File: src/rtl/bpu_pkg.sv
// Shared definitions for the branch prediction unit write path.
//
// Contents:
//   BPU_ENTRIES    number of BPU entries (length of the clear walk)
//   BPU_IDX_W      width of a BPU entry index
//   BPU_QDEPTH     default depth of the resolution-update FIFO
//   BPU_CLEAR_TAG  pc_4 written while clearing; never a legal PC+4
//   bpu_upd_t      one branch-resolution update record (70 bits)
//   bpu_state_e    update controller states
package bpu_pkg;

  localparam int          BPU_ENTRIES   = 32;
  localparam int          BPU_IDX_W     = 5;
  localparam int          BPU_QDEPTH    = 4;
  localparam logic [31:0] BPU_CLEAR_TAG = 32'hFFFF_FFFF;

  // Field order matches the BPU write port: predict bit, index, tag, target.
  typedef struct packed {
    logic                 taken;
    logic [BPU_IDX_W-1:0] index;
    logic [31:0]          pc4;
    logic [31:0]          target;
  } bpu_upd_t;

  typedef enum logic {
    ST_CLEAR = 1'b0,
    ST_RUN   = 1'b1
  } bpu_state_e;

endpackage

File: src/rtl/bpu_upd_fifo.sv
// Small synchronous FIFO holding branch-resolution updates until the BPU
// write port can take them.
//
// Ports:
//   clk, reset   core clock, asynchronous active-high reset
//   push_i       write data_i at the tail (ignored when full or flushing)
//   pop_i        advance the head (ignored when empty or flushing)
//   flush_i      discard every queued entry; wins over push and pop
//   data_i       record to enqueue
//   full_o       no free slot
//   empty_o      nothing queued
//   head_o       oldest record (meaningless while empty)
module bpu_upd_fifo
  import bpu_pkg::*;
#(
  parameter int DEPTH = BPU_QDEPTH
) (
  input  logic     clk,
  input  logic     reset,
  input  logic     push_i,
  input  logic     pop_i,
  input  logic     flush_i,
  input  bpu_upd_t data_i,
  output logic     full_o,
  output logic     empty_o,
  output bpu_upd_t head_o
);

  localparam int AW = $clog2(DEPTH);
  localparam int PW = AW + 1;

  logic [PW-1:0] wrPtr_q;
  logic [PW-1:0] rdPtr_q;
  bpu_upd_t      mem_q [DEPTH];

  logic doPush;
  logic doPop;

  // The extra pointer bit tells a full queue from an empty one: same slot
  // with differing wrap bits means full, identical pointers mean empty.
  assign full_o  = (wrPtr_q[AW] != rdPtr_q[AW]) && (wrPtr_q[AW-1:0] == rdPtr_q[AW-1:0]);
  assign empty_o = (wrPtr_q == rdPtr_q);
  assign head_o  = mem_q[rdPtr_q[AW-1:0]];

  assign doPush = push_i && !full_o && !flush_i;
  assign doPop  = pop_i && !empty_o && !flush_i;

  // Pointer bookkeeping; a flush simply collapses both pointers to zero.
  always_ff @(posedge clk or posedge reset) begin
    if (reset) begin
      wrPtr_q <= '0;
      rdPtr_q <= '0;
    end else if (flush_i) begin
      wrPtr_q <= '0;
      rdPtr_q <= '0;
    end else begin
      if (doPush) wrPtr_q <= wrPtr_q + PW'(1);
      if (doPop)  rdPtr_q <= rdPtr_q + PW'(1);
    end
  end

  // Storage slots; cleared on reset so the head never shows stale data.
  always_ff @(posedge clk or posedge reset) begin
    if (reset) begin
      for (int i = 0; i < DEPTH; i++) mem_q[i] <= '0;
    end else if (doPush) begin
      mem_q[wrPtr_q[AW-1:0]] <= data_i;
    end
  end

endmodule

File: src/rtl/bpu_update_ctrl.sv
// Sequences every write into the branch prediction unit. After reset or a
// flush it walks all entries writing an invalid tag; otherwise it drains
// buffered branch resolutions from ID into the BPU one per unpaused cycle.
//
// Ports:
//   clk, reset      core clock, asynchronous active-high reset
//   pause_i         pipeline pause; suppresses BPU writes
//   flush_req_i     discard queued updates and restart the clear walk
//   res_*_i         branch resolution update from ID
//   res_ready_o     update FIFO has room
//   bpu_wen_o       [1]=write enable, [0]=predict bit
//   bpu_index_o     entry written
//   bpu_pc_4_o      tag written
//   bpu_target_o    target written
//   busy_o          clear walk in progress
//   drop_cnt_o      saturating count of updates lost to a full FIFO
module bpu_update_ctrl
  import bpu_pkg::*;
#(
  parameter int          ENTRIES   = BPU_ENTRIES,
  parameter int          QDEPTH    = BPU_QDEPTH,
  parameter logic [31:0] CLEAR_TAG = BPU_CLEAR_TAG
) (
  input  logic                 clk,
  input  logic                 reset,
  input  logic                 pause_i,
  input  logic                 flush_req_i,
  input  logic                 res_valid_i,
  input  logic                 res_taken_i,
  input  logic [BPU_IDX_W-1:0] res_index_i,
  input  logic [31:0]          res_pc_4_i,
  input  logic [31:0]          res_target_i,
  output logic                 res_ready_o,
  output logic [1:0]           bpu_wen_o,
  output logic [BPU_IDX_W-1:0] bpu_index_o,
  output logic [31:0]          bpu_pc_4_o,
  output logic [31:0]          bpu_target_o,
  output logic                 busy_o,
  output logic [7:0]           drop_cnt_o
);

  localparam logic [BPU_IDX_W-1:0] LAST_IDX = BPU_IDX_W'(ENTRIES - 1);

  bpu_state_e           state_q;
  logic [BPU_IDX_W-1:0] clrIdx_q;
  logic [7:0]           dropCnt_q;

  bpu_upd_t resRec;
  bpu_upd_t headRec;
  logic     fifoFull;
  logic     fifoEmpty;
  logic     fifoPush;
  logic     fifoPop;
  logic     dropNow;

  assign resRec = '{taken:  res_taken_i,
                    index:  res_index_i,
                    pc4:    res_pc_4_i,
                    target: res_target_i};

  // A push is judged against the registered full flag only, so a
  // same-cycle pop never makes room; that keeps pause_i out of res_ready_o.
  assign fifoPush = res_valid_i && !fifoFull && !flush_req_i;
  assign dropNow  = res_valid_i &&  fifoFull && !flush_req_i;
  assign fifoPop  = (state_q == ST_RUN) && !fifoEmpty && !pause_i;

  bpu_upd_fifo #(
    .DEPTH(QDEPTH)
  ) u_fifo (
    .clk     (clk),
    .reset   (reset),
    .push_i  (fifoPush),
    .pop_i   (fifoPop),
    .flush_i (flush_req_i),
    .data_i  (resRec),
    .full_o  (fifoFull),
    .empty_o (fifoEmpty),
    .head_o  (headRec)
  );

  // Controller FSM and clear-walk counter. A flush restarts the walk from
  // entry 0 even when a walk is already under way.
  always_ff @(posedge clk or posedge reset) begin
    if (reset) begin
      state_q  <= ST_CLEAR;
      clrIdx_q <= '0;
    end else if (flush_req_i) begin
      state_q  <= ST_CLEAR;
      clrIdx_q <= '0;
    end else begin
      case (state_q)
        ST_CLEAR: begin
          if (!pause_i) begin
            if (clrIdx_q == LAST_IDX) begin
              state_q  <= ST_RUN;
              clrIdx_q <= '0;
            end else begin
              clrIdx_q <= clrIdx_q + BPU_IDX_W'(1);
            end
          end
        end
        ST_RUN: begin
          state_q <= ST_RUN;
        end
        default: begin
          state_q  <= ST_CLEAR;
          clrIdx_q <= '0;
        end
      endcase
    end
  end

  // Drop counter survives flushes and saturates instead of wrapping.
  always_ff @(posedge clk or posedge reset) begin
    if (reset) begin
      dropCnt_q <= '0;
    end else if (dropNow && (dropCnt_q != 8'hFF)) begin
      dropCnt_q <= dropCnt_q + 8'd1;
    end
  end

  // BPU port mux: the clear pattern while walking, otherwise the FIFO head.
  always_comb begin
    bpu_wen_o    = 2'b00;
    bpu_index_o  = headRec.index;
    bpu_pc_4_o   = headRec.pc4;
    bpu_target_o = headRec.target;
    if (state_q == ST_CLEAR) begin
      bpu_wen_o    = 2'b10;
      bpu_index_o  = clrIdx_q;
      bpu_pc_4_o   = CLEAR_TAG;
      bpu_target_o = '0;
    end else if (!fifoEmpty) begin
      bpu_wen_o = {1'b1, headRec.taken};
    end
  end

  assign busy_o      = (state_q == ST_CLEAR);
  assign res_ready_o = !fifoFull;
  assign drop_cnt_o  = dropCnt_q;

endmodule

File: config.mk
export PLATFORM = sky130hd
export DESIGN_NAME = bpu_update_ctrl
export DESIGN_NICKNAME = d
export VERILOG_FILES = /design/src/rtl/bpu_pkg.sv /design/src/rtl/bpu_upd_fifo.sv /design/src/rtl/bpu_update_ctrl.sv
export SDC_FILE = /design/constraint.sdc
export NUM_CORES = 1
export LEC_CHECK = 0
export CORE_AREA = 4 4 193 195
export CTS_CLUSTER_DIAMETER = 120
export DETAILED_ROUTE_END_ITERATION = 8
export DIE_AREA = 0 0 197 199
export DONT_BUFFER_PORTS = 1
export SETUP_SLACK_MARGIN = 0.15
export SYNTH_ARGS = -nofsm -noshare
export SYNTH_HDL_FRONTEND = slang
export SYNTH_SLANG_ARGS = --single-unit
File: constraint.sdc
create_clock -name clk -period 16.37 [get_ports clk]
set_input_delay 4.911 -clock clk [delete_from_list [all_inputs] [get_ports clk]]
set_output_delay 4.911 -clock clk [all_outputs]
set_load 0.02 [all_outputs]
==> results by stage <==
Final layout:
- The net count reported at finish is 938.
- After filler insertion, the fill cell instance count of the layout stands at 3,165.
- The final core utilization is 43.6%.
- After the flow finishes, the layout carries non-filler instances totaling 1,340.
- The share of post-route cells with drive strength above 1 is 46.3%.
- 0 antenna diodes ended up in the layout.
- The post-synthesis to final-layout area growth is 9.39%.

Min path:
- The worst hold-check path type is flip-flop to flip-flop.
- The launch point of the worst hold path is u_fifo.mem_q[251]$_DFFE_PP0P_.

STA:
- The clock period could shrink to 8.02 ns.
- Setup violations remaining at the end of the flow were counted as 0.
- Derived from the worst setup path, the maximum achievable clock frequency is 125 MHz.
- For the pin with the worst max-slew slack, the measured transition is 1.00 ns.
- Summed over all failing endpoints, the final setup total negative slack is 0 ns.
- Setup repair after global routing left no endpoint under its margin.
- The number of failing hold endpoints at the final stage is 0.
- The ratio of final minimum period to clock period is 49.0%.
- The worst setup skew after layout is 0.00901 ns.
- The tightest slew margin relative to the limit is 33.1%.
- The max-slew violation total from the final report is 0.
- On the final layout, the worst hold slack is 0.485 ns.

Power:
- Summed over all cells, the static leakage comes to 0.00678 µW.
- IR analysis of the VDD net gives a maximum drop of 0.0851 mV.
- For this design the ratio of total power to cell area is 140 mW/mm².
- The total design power is 2150 µW.

Placed design:
- Once placement completed, the tool counted placed cells totaling 1,278.
- The wire-length estimate of the detail-placed layout is 17,900 µm.
- Buffers placed on the I/O ports in this run total 0.
- The weighted congestion at the end of routability-driven global placement is 0.703.

GRT:
- The initial antenna violation count is 0.
- The first global-routing pass estimated 47,600 µm of wire.
- The aggregate global routing overflow is 0.
- The via count of the first global-routing pass is 8,032.
- The total track usage is 15.7%.
- The pin count of the biggest net entering global routing is 83.

Critical path:
- The termination of the worst setup path is bpu_pc_4_o[25].
- The largest fanout of any net on the critical path is 38.
- The nature of the critical path startpoint is a flip-flop.
- For flop-to-flop paths, the worst setup slack is 11.75 ns.
- At the worst endpoint, the required time is 11.46 ns.
- STA classifies the critical path endpoint as an output port.
- At the worst endpoint, the arrival time is 3.11 ns.
- The endpoint identified for the worst register-to-register timing path is u_fifo.mem_q[82]$_DFFE_PP0P_.
- For the worst flop-to-flop path, the logic depth is 6.
- The startpoint identified for the worst register-to-register timing path is u_fifo.rdPtr_q[1]$_DFFE_PP0P_.
- The type of the setup path with the least slack is flip-flop to output port.
- The worst setup path startpoint is u_fifo.rdPtr_q[1]$_DFFE_PP0P_.

Synthesis:
- Summing every instance area after synthesis gives 0.0141 mm².
- During synthesis, Yosys emitted a total of 0 warnings.
- The average instance in the mapped netlist occupies 16.3 µm².
- Yosys mapped the design onto 43 distinct sky130hd cell types.
- Yosys mapped a number of flops with a built-in enable equal to 0.
- By area the synthesized netlist is led by dfrtp_1 (53%), mux2_2 (15%), mux4_2 (11%), mux2_4 (7.5%), mux2_1 (1.9%).
- The leading area contributor after synthesis is dfrtp_1.
- Counting instances in the post-synthesis netlist gives the leading cell types as dfrtp_1 (300), mux2_2 (193), mux2_4 (70), mux4_2 (70), nand2b_1 (33).
- Counting every net in the synthesized netlist gives 945.
- The number of register bits inferred by synthesis is 300.
- The async set-reset flop share out of synthesis is 100%.
- In the synthesized netlist the dominant register cell turns out to be dfrtp_1.
- The cell with the most instances after synthesis is dfrtp_1.
- The sequential element share of the synthesized area is 53.3%.
- The count of mapped cells out of synthesis is 862.
- The share of the synthesized area in the top cell type is 53.3%.

Floorplan:
- The chip width is 197 µm.
- The overall die height is 199 µm.
- Once the floorplan was initialized, standard cells occupied 39.8% of the core.
- The floorplan has 69 rows.
- The core region is 0.0354 mm².
- The number of top-level pins is 156.
- The total die area is 0.0392 mm².

Detailed routing:
- Wires add up to 30,100 µm.
- The via count of the routed design is 7,161.
- The count of TritonRoute iterations in the first routing pass is 4.
- The number of nets with antenna violations after routing is 0.
- The count of routing violations after the opening detailed-route iteration is 298.
- The post-detailed-route via-to-cell ratio is 5.34.
- In the final routed layout, each cell accounts on average for 22.5 µm.
- In the routed design, unresolved DRC markers number 0.

Clock network:
- The insertion delay of the later-clocked pin in the worst-skew pair is 0.52 ns.
- The tree is rooted in a clkbuf_16.
- The clock-pin transition on the worst setup and hold timing paths is 0.06 ns.
- The number of levels the H-tree was split into is 2.
- The number of post-CTS setup repair buffers is 0.
- The number of gates resized after CTS is 0.
- The clock passes through at most 3 buffers.
- The count of hold-fix buffers inserted at cts is 0.
- The number of sinks on the clock net is 300.
- The TritonCTS clock tree is done.
- The total clock buffers created by CTS is 36.

Outcome:
- The run finished with clean final reports.

Flow run:
- The number of max-cap violations is 0.
## layer usage
metal	track usage [%]	up-vias	wire (µm)
met1	20.6	3835	13100
li1	-	3148	-
met4	4.03	0	572
met3	5.93	42	2220
met5	0	-	0
met2	24.8	136	14200
## cell type report
cell class / count / area (µm²) / area share, %
Clock buffer: 52 / 1030 / 6.70
Clock inverter: 10 / 82.6 / 0.536
Inverter: 5 / 26.3 / 0.170
Multi-Input combinational cell: 502 / 6110 / 39.6
Sequential cell: 300 / 7520 / 48.8
Tap cell: 461 / 577 / 3.74
Timing Repair Buffer: 10 / 75.1 / 0.487
## worst max-delay path, stage by stage (launching register included)
cell and delay (ns):
dfrtp_4 0.93, buf_4 0.76, mux4_2 0.60, nand2b_1 0.26
## logic make-up after synthesis
| group | after synthesis | share of synthesized area, % |
|---|---|---|
| muxes | 358 | 36.1 |
| DFF | 300 | 53.3 |
| and+or+nand+nor | 105 | 4.68 |
| buffers and inverters | 60 | 3.41 |
| AOI/OAI and AO/OA | 17 | 0.852 |
| xor gates and xnor gates | 14 | 1.03 |
| adders and majority gates | 8 | 0.710 |
## sequential cells by signal, indices dropped and copies added (netlist names)
signal and cells:
clrIdx_q 5, drop_cnt_o 8, state_q 1, u_fifo.mem_q 280, u_fifo.rdPtr_q 3, u_fifo.wrPtr_q 3
## power breakdown
| group | internal (µW) | switching (µW) | total, µW |
|---|---|---|---|
| logic | 257 | 91.5 | 349 |
| registers | 948 | 105 | 1050 |
| clock network | 453 | 301 | 753 |
| total | 1660 | 497 | 2150 |
## worst min path at each step
stage,end,slack [ns],cells after the start
6_report,u_fifo.mem_q[251]$_DFFE_PP0P_,0.49,1
5_1_grt,u_fifo.mem_q[262]$_DFFE_PP0P_,0.50,1
4_1_cts,u_fifo.mem_q[251]$_DFFE_PP0P_,0.49,1
3_5_place_dp,u_fifo.mem_q[250]$_DFFE_PP0P_,0.48,1
3_3_place_gp,u_fifo.mem_q[243]$_DFFE_PP0P_,0.47,1
2_1_floorplan,u_fifo.mem_q[242]$_DFFE_PP0P_,0.46,1
## stage by stage
| stage | setup slack (ns) | area (µm²) |
|---|---|---|
| 2_1_floorplan | 3.17 | 14100 |
| 3_3_place_gp | 8.82 | 14300 |
| 3_5_place_dp | 8.80 | 14300 |
| 4_1_cts | 8.20 | 15400 |
| 5_1_grt | 8.06 | 15400 |
| 6_report | 8.35 | 15400 |
## cells in the final DEF, fill, tap and decap left out, drive strengths merged, types with 2 or more instances in the layout
master and instances:
nand3 8, ha 8, xor2 7, buf 10, and2 32, clkinv 6, nor2 8, inv 5
clkinvlp 3, dfrtp 300, mux2 287, nor4 2, o21ai 4, nor3 4, nand2b 33, clkbuf 52
o31ai 2, a21oi 7, and3 2, mux4 70, nand4 3, nand2 5, xnor2 7
(Power assumes the default switching activity.)
